$ cat config.mk
export PLATFORM = sky130hd
export DESIGN_NAME = reg_window_ctrl
export DESIGN_NICKNAME = d
export VERILOG_FILES = /design/src/rtl/reg_window_ctrl.sv
export SDC_FILE = /design/constraint.sdc
export NUM_CORES = 1
export LEC_CHECK = 0
export ABC_AREA = 0
export CORE_MARGIN = 2
export CORE_UTILIZATION = 32
export DETAILED_ROUTE_END_ITERATION = 10
export PLACE_DENSITY_LB_ADDON = 0.12
export SYNTH_ARGS = -nofsm -noshare
export SYNTH_HDL_FRONTEND = slang
export SYNTH_SLANG_ARGS = --single-unit
$ cat constraint.sdc
create_clock -name Clk -period 1.5 [get_ports Clk]
set_input_delay 0.15 -clock Clk [delete_from_list [all_inputs] [get_ports Clk]]
set_output_delay 0.15 -clock Clk [all_outputs]
set_load 0.01 [all_outputs]
$ cat src/rtl/reg_window_ctrl.sv
// Register-window controller: holds CWP and WIM, resolves SAVE/RESTORE/trap/RETT window moves, and raises overflow/underflow traps.
// Latency: 1 cycle. Requests are sampled on the rising edge; CWP, WIM and all strobes are registered outputs.
// Backpressure: none. Every request resolves in one cycle, back-to-back requests are legal, and a strobe re-pulses while its request is held.
//
// Optional feature macro: WIN_TRAP_CHECK_EN
//   defined   : SAVE/RESTORE/RETT targets are checked against WIM; WinOvf/WinUnf pulse on a hit.
//   undefined : no WIM checks, so moves always happen and WinOvf/WinUnf stay 0.
//               The WIM register and its write port are still present.
//
// Ports:
//   Clk, Clr            clock; asynchronous active-high reset
//   Save, Restore       window moves (dec / inc)
//   TrapEntry, Rett     trap entry (dec, unchecked) / return from trap (inc)
//   WrCwp, CwpIn        direct CWP write
//   WrWim, WimIn        WIM write (independent of the move priority)
//   WinSel              registered CWP, feeds the window decoder select
//   WinLd               one-cycle strobe: CWP changed on the previous edge
//   Wim                 registered WIM
//   WinOvf, WinUnf      one-cycle trap pulses
//   ReqErr              one-cycle pulse: Save and Restore requested together
module reg_window_ctrl #(
    parameter int NWINDOWS = 4,
    parameter int CWP_W    = 2
) (
    input  logic                Clk,
    input  logic                Clr,
    input  logic                Save,
    input  logic                Restore,
    input  logic                TrapEntry,
    input  logic                Rett,
    input  logic                WrCwp,
    input  logic [CWP_W-1:0]    CwpIn,
    input  logic                WrWim,
    input  logic [NWINDOWS-1:0] WimIn,
    output logic [CWP_W-1:0]    WinSel,
    output logic                WinLd,
    output logic [NWINDOWS-1:0] Wim,
    output logic                WinOvf,
    output logic                WinUnf,
    output logic                ReqErr
);

    // NWINDOWS must equal 2**CWP_W. Modulo-N arithmetic then reduces to
    // plain CWP_W-bit wrap-around, so no explicit compare is needed.

    logic [CWP_W-1:0]    r_cwp;
    logic [NWINDOWS-1:0] r_wim;
    logic                r_ld;
    logic                r_ovf;
    logic                r_unf;
    logic                r_err;

    logic [CWP_W-1:0]    w_cwp_dec;
    logic [CWP_W-1:0]    w_cwp_inc;
    logic                w_dec_blocked;
    logic                w_inc_blocked;
    logic [CWP_W-1:0]    w_cwp_nxt;
    logic                w_ovf_nxt;
    logic                w_unf_nxt;
    logic                w_err_nxt;

    assign w_cwp_dec = r_cwp - 1'b1;
    assign w_cwp_inc = r_cwp + 1'b1;

`ifdef WIN_TRAP_CHECK_EN
    // WIM checks use the register value from before this edge, even when
    // WrWim is active in the same cycle.
    assign w_dec_blocked = r_wim[w_cwp_dec];
    assign w_inc_blocked = r_wim[w_cwp_inc];
`else
    // With checking disabled, moves are never blocked. The trap flops
    // below therefore hold their reset value of 0 permanently.
    assign w_dec_blocked = 1'b0;
    assign w_inc_blocked = 1'b0;
`endif

    // Priority resolution. Each branch fully resolves the cycle, so any
    // lower-priority request is dropped without a side effect.
    always_comb begin
        w_cwp_nxt = r_cwp;
        w_ovf_nxt = 1'b0;
        w_unf_nxt = 1'b0;
        w_err_nxt = 1'b0;
        if (TrapEntry) begin
            w_cwp_nxt = w_cwp_dec;
        end else if (Rett) begin
            if (w_inc_blocked) begin
                w_unf_nxt = 1'b1;
            end else begin
                w_cwp_nxt = w_cwp_inc;
            end
        end else if (WrCwp) begin
            w_cwp_nxt = CwpIn;
        end else if (Save && Restore) begin
            w_err_nxt = 1'b1;
        end else if (Save) begin
            if (w_dec_blocked) begin
                w_ovf_nxt = 1'b1;
            end else begin
                w_cwp_nxt = w_cwp_dec;
            end
        end else if (Restore) begin
            if (w_inc_blocked) begin
                w_unf_nxt = 1'b1;
            end else begin
                w_cwp_nxt = w_cwp_inc;
            end
        end
    end

    always_ff @(posedge Clk or posedge Clr) begin
        if (Clr) begin
            r_cwp <= '0;
            r_wim <= '0;
            r_ld  <= 1'b0;
            r_ovf <= 1'b0;
            r_unf <= 1'b0;
            r_err <= 1'b0;
        end else begin
            r_cwp <= w_cwp_nxt;
            if (WrWim) begin
                r_wim <= WimIn;
            end
            // WinLd fires only on a real value change. Rewriting CWP with
            // its current value leaves the decoder alone.
            r_ld  <= (w_cwp_nxt != r_cwp);
            r_ovf <= w_ovf_nxt;
            r_unf <= w_unf_nxt;
            r_err <= w_err_nxt;
        end
    end

    assign WinSel = r_cwp;
    assign Wim    = r_wim;
    assign WinLd  = r_ld;
    assign WinOvf = r_ovf;
    assign WinUnf = r_unf;
    assign ReqErr = r_err;

endmodule
# Word-level counts from Yosys, hierarchy flattened

Cells that the tools add are included.

Bits of input ports: 14
Bits in registers: 8

Add/subtract/negate cells: 2
Multiplexer cells: 10
Reduce and logical (&&, ||, !) cells: 1
Equal/unequal tests: 1

Operators by type and width:

| operator                                                            | number |
|---|---|
| 2-bit 2-to-1 mux                                                    | 6 |
| 1-bit 2-to-1 mux                                                    | 4 |
| 2-bit by 1-bit adder with 2-bit output (second input constant)      | 1 |
| 2-bit != test                                                       | 1 |
| 2-bit by 1-bit subtractor with 2-bit output (second input constant) | 1 |
| 1-bit logical AND                                                   | 1 |

# Depth between registers and ports, before layout

Depth in word-level cells: 8
Depth in mapped cells: 5

# Worst setup path before layout

OpenSTA, ideal clock, no wires.

Kind: reg2reg
Start point: reg r_cwp[0] (netlist: WinSel[0])
End point: reg r_ld (netlist: WinLd)
Library setup time: 0.143 ns
Arrival time: 1.455 ns
Required time: 1.357 ns
Setup slack: -0.098 ns
Clock period less this slack: 1.598 ns
Stages on the path, launching flop included: 6
Cells stage by stage: dfrtp_1 -> and3b_1 -> o21ai_1 -> or3b_1 -> a211oi_1 -> a31oi_1

Cells in the longest elaborated chain, start to end: 8
Elaborated cells on any way between the ends: 9
Classes of those cells: add/sub (2); eq/ne (1); mux (6)

Ends and longest elaborated chain:

| element                                | RTL line | RTL |
|---|---|---|
| start, declared                        | 46       | `logic [CWP_W-1:0] r_cwp;` |
| start signal, assigned                 | 120      | `r_cwp <= w_cwp_nxt;` |
| 2-bit by 1-bit adder with 2-bit output | 63       | `assign w_cwp_inc = r_cwp + 1'b1;` |
| 2-bit 2-to-1 mux                       | 102      | `end else if (Restore) begin` |
| 2-bit 2-to-1 mux                       | 96       | `end else if (Save) begin` |
| 2-bit 2-to-1 mux                       | 94       | `end else if (Save && Restore) begin` |
| 2-bit 2-to-1 mux                       | 92       | `end else if (WrCwp) begin` |
| 2-bit 2-to-1 mux                       | 86       | `end else if (Rett) begin` |
| 2-bit 2-to-1 mux                       | 84       | `if (TrapEntry) begin` |
| 2-bit != test *                        | 126      | `r_ld <= (w_cwp_nxt != r_cwp);` |
| end signal, assigned                   | 126      |  |
| end, declared                          | 48       | `logic r_ld;` |

Mark *: on every way between the ends. The rest lies on a longest branch, timed or not.
A chain may end at the register's enable or synchronous reset.

# Worst setup path after layout

Ends and elaborated chain as after synthesis.

==> metrics.log <==
INFO  metric synth_seq_cells = 8
INFO  metric weighted_congestion_reported_at_the_end_of_routability_driven_placement = 0.677
INFO  metric finalCriticalPeriod = 1.52 ns
INFO  metric data_arrival_time_of_the_critical_path = 1.65 ns
INFO  metric crit_chain = and3b_1 -> o21ai_2 -> or3b_4 -> a211oi_2 -> a31oi_1
INFO  metric busiest_layer = met2
INFO  metric firstDrtPassIters = 4
INFO  metric sequential_fraction_of_design_power = 35.7%
INFO  metric timing.critical_path.slowest_cell_delay = 0.43 ns
INFO  metric totalPowerFinal = 0.845 mW
INFO  metric first_pass_grt_wire_length = 1550 um
INFO  metric largest_net_degree_at_the_start_of_global_routing = 9
INFO  metric holdBufCountCts = 0
INFO  metric drt_drc_violations_left = 0
INFO  metric switchingPower = 0.267 mW
INFO  metric starting_density_of_the_core = 34.1%
INFO  metric synth_cell_types = 22
INFO  metric detail-route-antenna-nets = 0
INFO  metric antenna_cells = 0
INFO  metric setup.worst_path.end_class = flip-flop
INFO  metric nets = 88
INFO  metric rsz0062_at_grt = yes
INFO  metric initialDrtViolationCount = 4
INFO  metric yosys.area.top_type_share = 45.7%
INFO  metric cts.sink_count = 8
INFO  metric violated_checks = negative setup slack
INFO  metric drt-wirelength-per-cell = 12.1 um
INFO  metric number_of_antenna_violations_at_the_first_check_in_global_routing = 0
INFO  metric yosysWarnings = 0
INFO  metric status = finished with violations
INFO  metric syn2layout_area_growth = 77.7%
INFO  metric sw_frac_of_total = 31.6%
INFO  metric hold_class = in -> async
INFO  metric boundaryPins = 24
INFO  metric synth.area.top_cells = sky130_fd_sc_hd__dfrtp_1 (46%), sky130_fd_sc_hd__mux2_2 (10%), sky130_fd_sc_hd__xor2_1 (4.0%)
INFO  metric synth_sequential_area_ratio = 45.7%
INFO  metric cts_htree_levels = 1
INFO  metric cts.repair_timing.setup_buffer_count = 0
INFO  metric hold_viol = 0
INFO  metric grt.met1_usage = 16.3%
INFO  metric setup-violations-final = 1
INFO  metric met2_usage = 23.8%
INFO  metric numCtsBuffers = 3
INFO  metric power.leakage = 0.330 nW
INFO  metric finalWorstSetupSlack = -0.0168 ns
INFO  metric maxCapViolCount = 0
INFO  metric grt_pass1_vias = 370
INFO  metric netlist_area = 438 sq um
INFO  metric portBuffers = 21
INFO  metric final.setup_skew = 0.00951 ns
INFO  metric mean_instance_size_in_the_synthesized_netlist = 10.2 sq um
INFO  metric fin_crit_sh = 101%
INFO  metric post_route_cells_drive_above_1_share = 30.1%
INFO  metric grt.total_usage = 15.7%
INFO  metric timing.setup.critical_path_class = reg -> reg
INFO  metric postRouteWirelength = 1060 um
INFO  metric tritoncts = yes
INFO  metric chipHeight = 41.0 um
INFO  metric synth_cells = 43
INFO  metric worst_ir_drop_vdd = 0.422 mV
INFO  metric path_clk_slew = 0.06 ns
INFO  metric yosys.area.top_type = sky130_fd_sc_hd__dfrtp_1
INFO  metric finish.utilization = 60.6%
INFO  metric critPathLaunchType = flip-flop
INFO  metric die-width = 41.0 um
INFO  metric worstPathRequired = 1.64 ns
INFO  metric floorplan.die_area = 0.00168 sq mm
INFO  metric worstSkewPairLatency = 0.26 ns
INFO  metric clock.fmax = 659 MHz
INFO  metric hpwlAfterDp = 834 um
INFO  metric clk_root_buffer_cell = sky130_fd_sc_hd__clkbuf_4
INFO  metric globalRouteMet3Util = 7.61%
INFO  metric path_buf_inv = 0
INFO  metric vias = 428
INFO  metric avgViaCountPerCell = 4.86
INFO  metric critPathSlowestCell = sky130_fd_sc_hd__dfrtp_2
INFO  metric cts_buffer_depth = 2
INFO  metric rows = 13
INFO  metric remaining_overflow_grt = 0
INFO  metric clockPowerShare = 21.7%
INFO  metric power_density = 1090 mW/mm^2
INFO  metric final-max-slew-violation-count = 0
INFO  metric intPower = 0.578 mW
INFO  metric pwr-share-comb = 42.6%
INFO  metric worst_path_maximum_fanout = 4
INFO  metric kind_of_cell_adding_the_most_delay_to_the_critical_path = simple AND/OR/NAND/NOR gates
INFO  metric placeableCoreArea = 0.00128 sq mm
-- logic make-up (layout without fill, tap and decap cells) --
logic type / Yosys count / count (layout) / share of synthesized area, %
simple gates: 14 / 14 / 18.6
flops: 8 / 8 / 45.7
xor+xnor: 3 / 3 / 6.00
mux: 4 / 4 / 10.3
other cells: 1 / 2 / 0.856
buf+inv: 5 / 34 / 6.00
compound gates: 8 / 8 / 12.6
-- cells in the mapped netlist --
cell and n:
sky130_fd_sc_hd__and3b_1 1, sky130_fd_sc_hd__xor2_1 2, sky130_fd_sc_hd__or3b_1 1, sky130_fd_sc_hd__a21boi_0 1, sky130_fd_sc_hd__and3_1 2, sky130_fd_sc_hd__nor3b_1 2, sky130_fd_sc_hd__nand3b_1 1, sky130_fd_sc_hd__a31oi_1 1
sky130_fd_sc_hd__a211oi_1 2, sky130_fd_sc_hd__inv_1 3, sky130_fd_sc_hd__o21ai_1 1, sky130_fd_sc_hd__nor3_1 2, sky130_fd_sc_hd__a22oi_1 1, sky130_fd_sc_hd__xnor2_1 1, sky130_fd_sc_hd__o32ai_1 1, sky130_fd_sc_hd__mux2_2 4
sky130_fd_sc_hd__o21ai_0 1, sky130_fd_sc_hd__nor2_1 4, sky130_fd_sc_hd__nand2_1 1, sky130_fd_sc_hd__dfrtp_1 8, sky130_fd_sc_hd__conb_1 1, sky130_fd_sc_hd__buf_4 2
-- area by class of cell --
type / instances / area [sq um]
Sequential cell: 8 / 203
Tap cell: 15 / 18.8
Clock buffer: 4 / 26.3
Inverter: 3 / 11.3
Fill cell: 121 / 507
Multi-Input combinational cell: 31 / 260
Timing Repair Buffer: 27 / 259
-- flip-flops by register name, summed over array words and instances (netlist names) --
| signal | cells |
|---|---|
| WinSel | 2 |
| Wim | 4 |
| WinLd | 1 |
| ReqErr | 1 |
-- final timing paths --
kind                           start   endpoint  slack, ns  depth (start not counted)
setup / recovery           WinSel[0]      WinLd      -0.02                          5
hold / removal                   Clr     Wim[1]       0.13                          2
setup reg to reg           WinSel[0]      WinLd      -0.02                          5
hold reg to reg               Wim[0]     Wim[0]       0.50                          1
max in group asynchronous        Clr  WinSel[1]       1.11                          2
min in group Clk              Wim[0]     Wim[0]       0.50                          1
-- repair_timing --
item,4_1_cts,5_1_grt
setup endpoints to repair,1,3
gates resized for setup,4,4
hold endpoints to repair,0,0
-- per-stage QoR --
step	setup TNS [ns]	area [sq um]	hold slack, ns	setup slack (ns)	std cells
floorplan	-0.0120	450	-0.0344	-0.0120	44
global placement	-0.261	709	0.416	-0.261	84
detailed placement	-0.290	709	0.419	-0.290	84
CTS	-0.0135	757	0.136	-0.0135	88
global route	-0.0891	778	0.167	-0.0891	88
finish	-0.0168	778	0.130	-0.0168	88
-- power by group through the flow --
| stage | Combinational, mW | Clock, mW | Sequential [mW] |
|---|---|---|---|
| 2_1_floorplan | 0.124 | 0 | 0.303 |
| 3_3_place_gp | 0.298 | 0 | 0.286 |
| 3_5_place_dp | 0.303 | 0 | 0.287 |
| 4_1_cts | 0.325 | 0.190 | 0.290 |
| 5_1_grt | 0.393 | 0.206 | 0.309 |
| 6_report | 0.360 | 0.183 | 0.301 |
-- layout by cell type (no fill, tap or decap), drive strengths merged --
cell	instances
nand2	1
nand3b	1
a211oi	2
a31oi	1
clkbuf	4
nor3	2
xor2	2
o32ai	1
mux2	4
a21boi	1
or3b	1
conb	2
buf	6
and3	2
inv	3
and3b	1
clkdlybuf4s50	21
xnor2	1
dfrtp	8
nor2	4
a22oi	1
nor3b	2
o21ai	2
-- routing by layer --
metal  share of wire [%]  wire (um)
met3                  12        123
met4                 2.1         22
met5                   0          0
met1                  39        419
met2                  47        496
No activity file was read; power rests on OpenSTA's default activity.
==> variant, RTL diff (config.mk and constraints unchanged) <==
Register the input `Restore` before use, cleared by the reset. The logic sees it one clock later. The other inputs are not delayed to match. Comments in the files are not updated.
--- a/src/rtl/reg_window_ctrl.sv
+++ b/src/rtl/reg_window_ctrl.sv
@@ -39,6 +39,16 @@
     output logic                WinUnf,
     output logic                ReqErr
 );
+
+    logic Restore_q;
+
+    always_ff @(posedge Clk or posedge Clr) begin
+        if (Clr) begin
+            Restore_q <= '0;
+        end else begin
+            Restore_q <= Restore;
+        end
+    end
 
     // NWINDOWS must equal 2**CWP_W. Modulo-N arithmetic then reduces to
     // plain CWP_W-bit wrap-around, so no explicit compare is needed.
@@ -91,7 +101,7 @@
             end
         end else if (WrCwp) begin
             w_cwp_nxt = CwpIn;
-        end else if (Save && Restore) begin
+        end else if (Save && Restore_q) begin
             w_err_nxt = 1'b1;
         end else if (Save) begin
             if (w_dec_blocked) begin
@@ -99,7 +109,7 @@
             end else begin
                 w_cwp_nxt = w_cwp_dec;
             end
-        end else if (Restore) begin
+        end else if (Restore_q) begin
             if (w_inc_blocked) begin
                 w_unf_nxt = 1'b1;
             end else begin
Check against the original RTL: not equivalent (a bounded check fails within 4 cycles, from zero or initial values).
==> variant against the unedited design <==
Wire length decreased by 0.56%; combinational power shrank 6.1%; power fell by 0.85%; area after synthesis increased by 5.7%; critical endpoint unchanged; count of clock-buffer cells in the layout stayed put; fmax shrank 2.9%; sequential cell count increased by 1; core utilization rose by 0.88 points; sequential power grew 7.0%; the flow still finishes with violations (negative setup slack); largest cell class is now buffers; via count rose by 4.0%; worst hold slack gained 0.018 ns; worst setup slack lost 0.045 ns; cell area rose by 5.3%.
==> variant: results (changes against the unedited design) <==
Status
  – Status: complete, but fails checks
  – Failing checks: negative setup slack

STA
  – Setup_tns: -0.06226 ns (-0.04549 ns)
  – Final WS setup: -0.06226 ns (-0.04549 ns)
  – Setup Viol. Count Final: 1 (unchanged)
  – Final hold slack: 0.1486 ns (+0.01824 ns)

Detailed routing
  – Met2 WL: 513 um (+3.4%)
  – Top sig layer: met3
  – DR vias/cell: 4.734 (-2.7%)

Finish
  – ClkCell Share: 3.206% (-0.17 points)
  – Bufs w/o clock: 32 (+19%)
  – Share of cells above drive strength 1: 32.91% (+2.8 points)
  – Register share of the cell area: 27.79% (+1.7 points)
  – Core Util, Final: 61.44% (+0.88 points)

Power and ir drop
  – Seq pwr: 322 uW (+7.0%)
  – Switching fraction of total power: 29.44% (-2.1 points)
  – Seq pwr share: 38.4% (+2.7 points)

Placed design
  – DP HPWL: 807.4 um (-3.1%)
  – Placed Cells: 88 (+4.8%)
  – Worst slack at placement: -0.2554 ns (+0.03435 ns)

Synth
  – Part of the Yosys area used for sequential elements: 48.65% (+2.9 points)
  – Largest cells by area after synthesis: dfrtp_1, mux2_2, xor2_1

Setup path
  – Delay-heaviest family, CP: flip-flops
  – Worst Path Arrival: 1.69 ns (+0.04 ns)

GRT
  – Met1 Use GR: 14.40% (-1.9 points)
==> variant: worst max-delay path by stage <==
stage                   start    end  slack [ns]  depth (start not counted)
floorplan           WinSel[0]  WinLd       -0.01                          5
global placement         Save  WinLd       -0.22                          6
detailed placement       Save  WinLd       -0.26                          6
CTS                 Restore_q  WinLd       -0.02                          5
global route        WinSel[0]  WinLd       -0.16                          7
finish              WinSel[0]  WinLd       -0.06                          7
==> variant: kinds of logic (layout without fill, tap and decap cells) <==
family          Yosys count  after routing  share of synthesized area, %
simple gates             14             14                         17.57
buf+inv                   5             39                         5.675
mux                       4              4                         9.729
other cells               1              2                        0.8100
compound gates            8              8                         11.89
xor+xnor                  3              3                         5.677
flops                     9              9                         48.65
==> variant: what timing repair did <==
action | 4_1_cts | 5_1_grt
hold endpoints to repair | 0 | 0
setup endpoints to repair | 1 | 2
gates resized for setup | 1 | 5
pin swaps | 1 | 1
buffers inserted | 1 | 1
